==> src/rtl/pkt_fifo_pkg.sv <==
// Shared definitions for the store-and-forward packet FIFO.
package pkt_fifo_pkg;

  localparam int DEF_DATA_W = 8;
  localparam int DEF_DEPTH  = 16;

  // Input-side packet handling state.
  typedef enum logic {
    ST_PASS = 1'b0,
    ST_DROP = 1'b1
  } state_t;

endpackage : pkt_fifo_pkg

==> src/rtl/pkt_fifo_ram.sv <==
// Packet buffer storage: one synchronous write port, one asynchronous read port.
module pkt_fifo_ram #(
  parameter int WIDTH = 9,
  parameter int DEPTH = 16
) (
  input  logic                     clk,
  input  logic                     we,
  input  logic [$clog2(DEPTH)-1:0] waddr,
  input  logic [WIDTH-1:0]         wdata,
  input  logic [$clog2(DEPTH)-1:0] raddr,
  output logic [WIDTH-1:0]         rdata
);

  logic [WIDTH-1:0] mem [DEPTH];

  // Store one entry per accepted beat.
  // NOTE: storage has no reset; entries are only read once the pointers say they hold valid data.
  always_ff @(posedge clk) begin
    if (we) mem[waddr] <= wdata;
  end

  assign rdata = mem[raddr];

endmodule : pkt_fifo_ram

==> src/rtl/pkt_fifo.sv <==
// Store-and-forward packet FIFO. A packet becomes visible downstream only once
// its last beat is stored; a packet larger than the whole buffer is discarded
// and counted in drop_cnt. rst_n is an active-high asynchronous reset.
module pkt_fifo
  import pkt_fifo_pkg::*;
#(
  parameter int DATA_W = DEF_DATA_W,
  parameter int DEPTH  = DEF_DEPTH
) (
  input  logic                   clk,
  input  logic                   rst_n,
  input  logic                   valid_in,
  input  logic                   last_in,
  input  logic [DATA_W-1:0]      data_in,
  output logic                   ready_out,
  output logic                   valid_out,
  output logic                   last_out,
  output logic [DATA_W-1:0]      data_out,
  input  logic                   ready_in,
  output logic [7:0]             drop_cnt,
  output logic [$clog2(DEPTH):0] level
);

  localparam int AW    = $clog2(DEPTH);
  localparam int PTR_W = AW + 1;
  localparam logic [PTR_W-1:0] PTR_ONE = PTR_W'(1);
  localparam logic [PTR_W-1:0] PTR_CAP = PTR_W'(DEPTH);

  state_t           state, state_nxt;
  logic [PTR_W-1:0] wr_ptr, commit_ptr, rd_ptr;
  logic [PTR_W-1:0] pkt_cnt;
  logic [PTR_W-1:0] used;
  logic             full;
  logic             wr_en;
  logic             rewind;
  logic             commit;
  logic             rd_fire;
  logic             rd_last;
  logic [DATA_W:0]  rd_entry;

  assign used     = wr_ptr - rd_ptr;
  assign full     = (used == PTR_CAP);
  assign level    = used;

  assign valid_out = (pkt_cnt != '0);
  assign last_out  = rd_entry[DATA_W];
  assign data_out  = rd_entry[DATA_W-1:0];

  assign commit  = wr_en && last_in;
  assign rd_fire = valid_out && ready_in;
  assign rd_last = rd_fire && last_out;

  pkt_fifo_ram #(
    .WIDTH (DATA_W + 1),
    .DEPTH (DEPTH)
  ) u_ram (
    .clk   (clk),
    .we    (wr_en),
    .waddr (wr_ptr[AW-1:0]),
    .wdata ({last_in, data_in}),
    .raddr (rd_ptr[AW-1:0]),
    .rdata (rd_entry)
  );

  // Decide acceptance, storage or discard of the incoming beat, and the next state.
  // NOTE: every output of this block gets a default first so no path leaves one unassigned (no latches).
  always_comb begin
    state_nxt = state;
    ready_out = 1'b0;
    wr_en     = 1'b0;
    rewind    = 1'b0;
    if (!rst_n) begin
      unique case (state)
        ST_PASS: begin
          ready_out = !full || (pkt_cnt == '0);
          if (valid_in && ready_out) begin
            if (!full) begin
              wr_en = 1'b1;
            end else begin
              // Buffer filled by a single uncommitted packet: it can never fit.
              rewind = 1'b1;
              if (!last_in) state_nxt = ST_DROP;
            end
          end
        end
        ST_DROP: begin
          ready_out = 1'b1;
          if (valid_in && last_in) state_nxt = ST_PASS;
        end
        default: state_nxt = ST_PASS;
      endcase
    end
  end

  // Pointer, packet count, drop counter and state registers.
  // NOTE: sequential state uses non-blocking assignments so every register samples pre-edge values.
  always_ff @(posedge clk or posedge rst_n) begin
    if (rst_n) begin
      state      <= ST_PASS;
      wr_ptr     <= '0;
      commit_ptr <= '0;
      rd_ptr     <= '0;
      pkt_cnt    <= '0;
      drop_cnt   <= '0;
    end else begin
      state <= state_nxt;

      if (wr_en)       wr_ptr <= wr_ptr + PTR_ONE;
      else if (rewind) wr_ptr <= commit_ptr;

      if (commit)  commit_ptr <= wr_ptr + PTR_ONE;
      if (rd_fire) rd_ptr     <= rd_ptr + PTR_ONE;

      unique case ({commit, rd_last})
        2'b10:   pkt_cnt <= pkt_cnt + PTR_ONE;
        2'b01:   pkt_cnt <= pkt_cnt - PTR_ONE;
        default: pkt_cnt <= pkt_cnt;
      endcase

      if (rewind && (drop_cnt != 8'hFF)) drop_cnt <= drop_cnt + 8'd1;
    end
  end

endmodule : pkt_fifo

==> config.mk <==
export PLATFORM = sky130hd
export DESIGN_NAME = pkt_fifo
export DESIGN_NICKNAME = d
export VERILOG_FILES = /design/src/rtl/pkt_fifo_pkg.sv /design/src/rtl/pkt_fifo_ram.sv /design/src/rtl/pkt_fifo.sv
export SDC_FILE = /design/constraint.sdc
export NUM_CORES = 1
export LEC_CHECK = 0
export ABC_AREA = 0
export CAP_MARGIN = 0
export CORE_MARGIN = 2
export CORE_UTILIZATION = 53
export CTS_CLUSTER_DIAMETER = 120
export CTS_CLUSTER_SIZE = 10
export DETAILED_ROUTE_END_ITERATION = 10
export PLACE_DENSITY = 0.81
export SLEW_MARGIN = 20
export SYNTH_ARGS = -nofsm -noshare
export SYNTH_HDL_FRONTEND = slang
export SYNTH_SLANG_ARGS = --single-unit
==> constraint.sdc <==
create_clock -name clk -period 4.6 [get_ports clk]
set_input_delay 0.92 -clock clk [delete_from_list [all_inputs] [get_ports clk]]
set_output_delay 0.92 -clock clk [all_outputs]
set_load 0.03 [all_outputs]
=== Word-level counts from Yosys, hierarchy flattened ===
Memory sizes are Yosys's and may differ from the RTL's.
Index checks and enable logic that the tools add are counted.

* Bitwise gates (word level): 1
* Reduce and logical (&&, ||, !) cells: 12
* Add/sub/neg operators: 6
* Equal/unequal tests: 4
* Muxes and demuxes: 20

{| class="wikitable"
|+ Operator list
! operator !! number
|-
| 5-bit by 1-bit adder with 5-bit output, second input constant || 3
|-
| 1-bit two-way mux || 15
|-
| 5-bit two-way mux || 2
|-
| 5-bit case mux with 2 select lines || 1
|-
| 8-bit by 1-bit adder with 8-bit output, second input constant || 1
|-
| 8-bit inequality test, second input constant || 1
|-
| 1-bit logical AND || 6
|-
| 5-bit == test, second input constant || 1
|-
| 5-bit logical NOT || 1
|-
| 5-bit nonzero test || 1
|-
| 5-bit by 1-bit subtractor with 5-bit output, second input constant || 1
|-
| 5-bit subtractor || 1
|-
| 1-bit case mux with 2 select lines || 2
|-
| 2-bit nonzero test || 2
|-
| 2-bit by 1-bit == test with 1-bit output, second input constant || 1
|-
| 2-bit == test, second input constant || 1
|-
| 1-bit logical NOT || 1
|-
| 1-bit logical OR || 1
|-
| 1-bit inverter || 1
|}

* Memories: 1
* Bits in writable memories: 144
* Output and inout port bits: 24
* Flip-flop bits (word level): 29
* Input port bits: 13
* Word-level logic and storage cells: 50

{| class="wikitable"
|+ Memory list
! memory !! words !! width !! rd ports !! clocked after Yosys merged registers in !! wr ports !! RTL line !! text
|-
| u_ram.mem || 16 || 9 || 1 || 0 || 1 || pkt_fifo_ram.sv:14 || <nowiki>logic [WIDTH-1:0] mem [DEPTH];</nowiki>
|}

=== Depth between registers and ports, before layout ===
* Word-level depth: 11
* Gate-level depth with buffers: 17

=== Cells and area by module ===
Synthesis repeated with hierarchy kept, for this count alone.

* Cell total of the unflattened synthesis: 423
* Area total of the unflattened synthesis: 7410.9 sq um

{| class="wikitable"
|+ Modules (own cells, without submodules)
! module !! cells an instance !! seq. area each (sq um) !! area an instance (sq um) !! times used
|-
| pkt_fifo_ram || 245 || 4324.1 || 5600.4 || 1
|-
| pkt_fifo || 178 || 725.7 || 1810.5 || 1
|}

=== Worst setup path before layout ===
Ideal clock, no wire load.

* Path type: reg2reg
* From: register wr_ptr[0]
* To: register pkt_cnt[4]
* Path buffers: 1
* Clock period less this slack: 3.731 ns
* Arrival: 3.606 ns
* Cell stages (with the launch flop): 18
* Path slack: 0.869 ns
* Cell sequence: dfrtp_1 inv_1 ha_1 fa_1 xor2_1 inv_1 a211o_1 nand2_1 buf_2 a21oi_2 inv_1 ha_1 fa_1 a21o_1 a21oi_1 xor2_1 nor2_1 xor2_1

* Word-level cells in the longest chain between the ends: 11

{| class="wikitable"
|+ Ends and longest elaborated chain
! what !! RTL line !! text
|-
| start, declared || pkt_fifo.sv:30 || <nowiki>logic [PTR_W-1:0] wr_ptr, commit_ptr, rd_ptr;</nowiki>
|-
| start signal, assigned || pkt_fifo.sv:108 || <nowiki>if (wr_en) wr_ptr <= wr_ptr + PTR_ONE;</nowiki>
|-
| start signal, assigned || pkt_fifo.sv:109 || <nowiki>else if (rewind) wr_ptr <= commit_ptr;</nowiki>
|-
| 5-bit subtractor (*) || pkt_fifo.sv:41 || <nowiki>assign used = wr_ptr - rd_ptr;</nowiki>
|-
| named net level[2] || pkt_fifo.sv:21 || <nowiki>output logic [$clog2(DEPTH):0] level</nowiki>
|-
| 5-bit == test (*) || pkt_fifo.sv:42 || <nowiki>assign full = (used == PTR_CAP);</nowiki>
|-
| 1-bit logical NOT || - ||
|-
| 1-bit logical OR || pkt_fifo.sv:75 || <nowiki>ready_out = !full || (pkt_cnt == '0);</nowiki>
|-
| 1-bit logical AND || pkt_fifo.sv:76 || <nowiki>if (valid_in && ready_out) begin</nowiki>
|-
| 1-bit two-way mux (*) || pkt_fifo.sv:76 ||
|-
| 1-bit two-way mux (*) || pkt_fifo.sv:73 || <nowiki>unique case (state)</nowiki>
|-
| 1-bit two-way mux (*) || pkt_fifo.sv:72 || <nowiki>if (!rst_n) begin</nowiki>
|-
| 1-bit logical AND (*) || pkt_fifo.sv:49 || <nowiki>assign commit = wr_en && last_in;</nowiki>
|-
| 2-bit by 1-bit == test with 1-bit output / 2-bit == test (equally long branches) || pkt_fifo.sv:114 || <nowiki>unique case ({commit, rd_last})</nowiki>
|-
| 5-bit case mux with 2 select lines / 2-bit nonzero test (equally long branches) || - ||
|-
| end signal, assigned || pkt_fifo.sv:115 || <nowiki>2'b10: pkt_cnt <= pkt_cnt + PTR_ONE;</nowiki>
|-
| end signal, assigned || pkt_fifo.sv:116 || <nowiki>2'b01: pkt_cnt <= pkt_cnt - PTR_ONE;</nowiki>
|-
| end signal, assigned || pkt_fifo.sv:117 || <nowiki>default: pkt_cnt <= pkt_cnt;</nowiki>
|-
| end, declared || pkt_fifo.sv:31 || <nowiki>logic [PTR_W-1:0] pkt_cnt;</nowiki>
|}

Mark *: on every way through the listed nets, which the timed path passes. The rest lies on a longest branch.
A chain may end at the register's enable or synchronous reset.

=== Worst setup path after layout ===
* From: register wr_ptr[0]
* To: register pkt_cnt[4]

* Word-level cells in the longest chain between the ends: 11

{| class="wikitable"
|+ Ends and longest elaborated chain
! what !! RTL line
|-
| 5-bit subtractor (*) || pkt_fifo.sv:41
|-
| 5-bit == test (*) || pkt_fifo.sv:42
|-
| 1-bit logical NOT || -
|-
| 1-bit logical OR || pkt_fifo.sv:75
|-
| 1-bit logical AND || pkt_fifo.sv:76
|-
| 1-bit two-way mux (*) || pkt_fifo.sv:76
|-
| 1-bit two-way mux (*) || pkt_fifo.sv:73
|-
| 1-bit two-way mux (*) || pkt_fifo.sv:72
|-
| 1-bit logical AND (*) || pkt_fifo.sv:49
|-
| 2-bit by 1-bit == test with 1-bit output / 2-bit == test (equally long branches) || pkt_fifo.sv:114
|-
| 5-bit case mux with 2 select lines / 2-bit nonzero test (equally long branches) || -
|}

Mark *: on every way between the ends. The rest lies on a longest branch, timed or not.

==> results by group <==
Detailed routing
  • Antenna-violating nets left: 0
  • DRC Markers: 0
  • WL/cell: 22.3 um
  • Initial DRT Pass Iterations: 5
  • Total wire length after detailed routing: 15400 um
  • Via-per-instance ratio: 6.11
  • DRC marker count from the first detailed-route iteration: 329
  • Vias post-DR: 4212

Floorplan
  • Die height: 123 um
  • Core Box Area: 13800 sq um
  • Die ar.: 15100 sq um
  • Initial Util: 54.2%
  • Die width: 123 um
  • Top-level I/O count: 37
  • Rows: 43

Worst setup path
  • Crit path kind: flip-flop to flip-flop
  • Launch point of the worst reg-to-reg path: wr_ptr[0]$_DFFE_PP0P_
  • FF-to-FF End: pkt_cnt[4]$_DFFE_PP0P_
  • Worst setup path endpoint: pkt_cnt[4]$_DFFE_PP0P_
  • CP Data Arrival Time: 4430 ps
  • Req. time, crit path: 4900 ps
  • R2r setup slk: 470 ps
  • Critical path endpoint category: flip-flop
  • Crit-path max FO: 11
  • Crit path launch: wr_ptr[0]$_DFFE_PP0P_
  • Crit path launch type: flip-flop
  • R2r worst-path depth: 15

STA
  • Setup violators final: 0
  • Slew Limit Fails: 0
  • Peak Freq: 0.242 GHz
  • RSZ-0062 raised after global routing: false
  • Final setup margin: 473 ps
  • Crit path time final: 4130 ps
  • Final hold violation count: 0
  • Final worst path period share: 89.7%
  • Slew @ Worst Pin: 832 ps
  • Layout Skew: 12.4 ps
  • TNS Setup: 0 ps
  • Relative slew slack: 44.5%

Yosys
  • Mapped cell area: 7490 sq um
  • Yosys reg bits: 173
  • Yosys cell types: 54
  • Mean Syn Cell Area: 16.4 sq um
  • Post-synth EDFFs: 144
  • Synth Warn #: 0
  • Synth Instances: 456
  • Register area share after synthesis: 67.4%
  • Async SR Flop Fraction: 16.8%
  • Syn Nets: 485
  • Top FF cell, synth: edfxtp_1

Pwr
  • Cell Pwr Density: 693 nW/um^2
  • Gate power share: 42.6%
  • Psw: 2.27 mW
  • Internal: 3.69 mW
  • Max IR drop VDD: 0.000612 V
  • Overall power: 5.96 mW
  • Reg power frac: 33.6%
  • Lkg Pwr: 3.08 nW
  • Sw Share: 38.2%
  • Clock Power Share: 23.7%

Place
  • Port bufs: 36
  • Placement Cell Area: 8010 sq um
  • Dpl cells: 657
  • Placement Setup Slack: 616 ps
  • Post-DP HPWL: 10000 um
  • RD Place Congestion: 0.851

Run status
  • Run status: complete, no violations

Layout
  • Inserted Diodes: 0
  • Non-filler cells, final: 689
  • Layout net count: 525
  • Layout cells sized above 1: 17.9%
  • Commonest cells after routing, fill and taps aside: 144 x edfxtp_1, 48 x nand2_1, 36 x mux4_2
  • Post-route cell area: 8600 sq um
  • Fill count: 977
  • Area grow syn2layout: 14.8%
  • Commonest non-fill, non-tap cell in the layout: edfxtp_1

Hold path
  • Worst Hold Class: flip-flop to flip-flop

Clock tree
  • Clk sink count: 173
  • Clock-pin slew on the worst setup and hold paths: 60 ps
  • CTS Buf Count: 17
  • H-Tree Depth: 4
  • CTS tree: built
  • Root cell of the clock tree: clkbuf_16
  • Max clock buf depth: 2
  • Post-CTS Setup Bufs: 0
  • Clk_lat worst skew: 430 ps
  • Hold_buf cts: 0
  • PostCTS Resize Cnt: 0

GRT
  • Global-route wire length before repair: 24100 um
  • GR Overflow Total: 0
  • Initial antenna violation count: 0
  • GR Util All Layers: 22.4%
  • Vias in the first global route: 4382
  • Largest net degree at the start of global routing: 40

Job
  • Max-cap violations: 0
==> worst min path at each step <==
stage | cells past startpoint | end | startpoint
after global routing | 1 | pkt_cnt[4]$_DFFE_PP0P_ | pkt_cnt[4]$_DFFE_PP0P_
final | 1 | pkt_cnt[4]$_DFFE_PP0P_ | pkt_cnt[4]$_DFFE_PP0P_
after floorplan | 1 | pkt_cnt[4]$_DFFE_PP0P_ | pkt_cnt[4]$_DFFE_PP0P_
after global placement | 1 | pkt_cnt[4]$_DFFE_PP0P_ | pkt_cnt[4]$_DFFE_PP0P_
after detailed placement | 1 | pkt_cnt[4]$_DFFE_PP0P_ | pkt_cnt[4]$_DFFE_PP0P_
after CTS | 1 | pkt_cnt[4]$_DFFE_PP0P_ | pkt_cnt[4]$_DFFE_PP0P_
==> final cells by class <==
class | count | area (sq um) | share of cell area, %
clock inverters | 14 | 159 | 1.85
well taps | 180 | 225 | 2.62
clock buffers | 18 | 429 | 4.99
multi-input cells | 246 | 2270 | 26.4
inverters | 16 | 60.1 | 0.698
repair buffers | 42 | 403 | 4.68
flip-flops and latches | 173 | 5050 | 58.7
==> power groups by stage <==
stage	registers, mW	clock network (mW)	logic, mW
after floorplan	1.98	0	1.81
after global placement	2.02	0	2.44
after detailed placement	2.03	0	2.52
after CTS	2.00	1.44	2.54
after global routing	2.02	1.50	2.72
final	2.01	1.41	2.54
==> metal layers <==
| layer | global-route usage [%] | vias to the layer above | wire length, um |
|---|---|---|---|
| met1 | 28.0 | 2125 | 5990 |
| met4 | 9.63 | 0 | 363 |
| met5 | 0 | - | 0 |
| met3 | 6.32 | 32 | 1170 |
| li1 | - | 1861 | - |
| met2 | 36.7 | 194 | 7860 |
==> flip-flops by register name, summed over array words and instances, names as in the netlist <==
name        cells
commit_ptr      5
drop_cnt        8
pkt_cnt         5
rd_ptr          5
state           1
u_ram.mem     144
wr_ptr          5
==> worst max-delay path, stage by stage, from the launching register on <==
cell,delay (ps)
dfrtp_1,470
inv_1,170
ha_1,240
fa_1,490
and3b_1,210
nand4_1,150
nand2_1,290
a21oi_2,420
inv_1,90
ha_1,290
fa_1,440
a21o_1,210
a21oi_1,170
xor2_1,160
nor2_1,70
xor2_1,140
==> Yosys cell counts (all sizes together) (3+ instances only) <==
cell type    n  area [sq um]
edfxtp     144          4320
nand2       49           186
mux4        36           811
dfrtp       29           726
and3        22           138
inv         15          56.3
ha          14           175
xor2        12           105
a21oi       11          58.8
buf         11          68.8
xnor2       11          96.3
a31oi       10          62.6
clkbuf      10          37.5
nor2        10          40.0
nand3        9          45.0
nand4        9          56.3
and4         8          70.1
mux2         7          78.8
nor3         5          46.3
o21ai        4          20.0
and2         3          21.3
==> cell families (layout without fill, tap and decap cells) <==
| kind of cell | after synthesis | in the layout | synth area share, % |
|---|---|---|---|
| flip-flops | 173 | 173 | 67.4 |
| adder cells (fa/ha/maj) | 16 | 16 | 2.87 |
| XOR/XNOR | 23 | 23 | 2.69 |
| multiplexers | 44 | 44 | 12.0 |
| buffers and inverters | 37 | 90 | 2.22 |
| AND/OR/NAND/NOR | 127 | 127 | 9.66 |
| AO/OA/AOI/OAI | 36 | 36 | 3.11 |
==> stage by stage <==
step,hold WS (ps),util [%]
2_1_floorplan,444,-
3_5_place_dp,468,57.9
5_1_grt,517,62.2
4_1_cts,476,62.2
3_3_place_gp,463,57.9
6_report,474,62.2
Power figures use the tool's default switching activity.
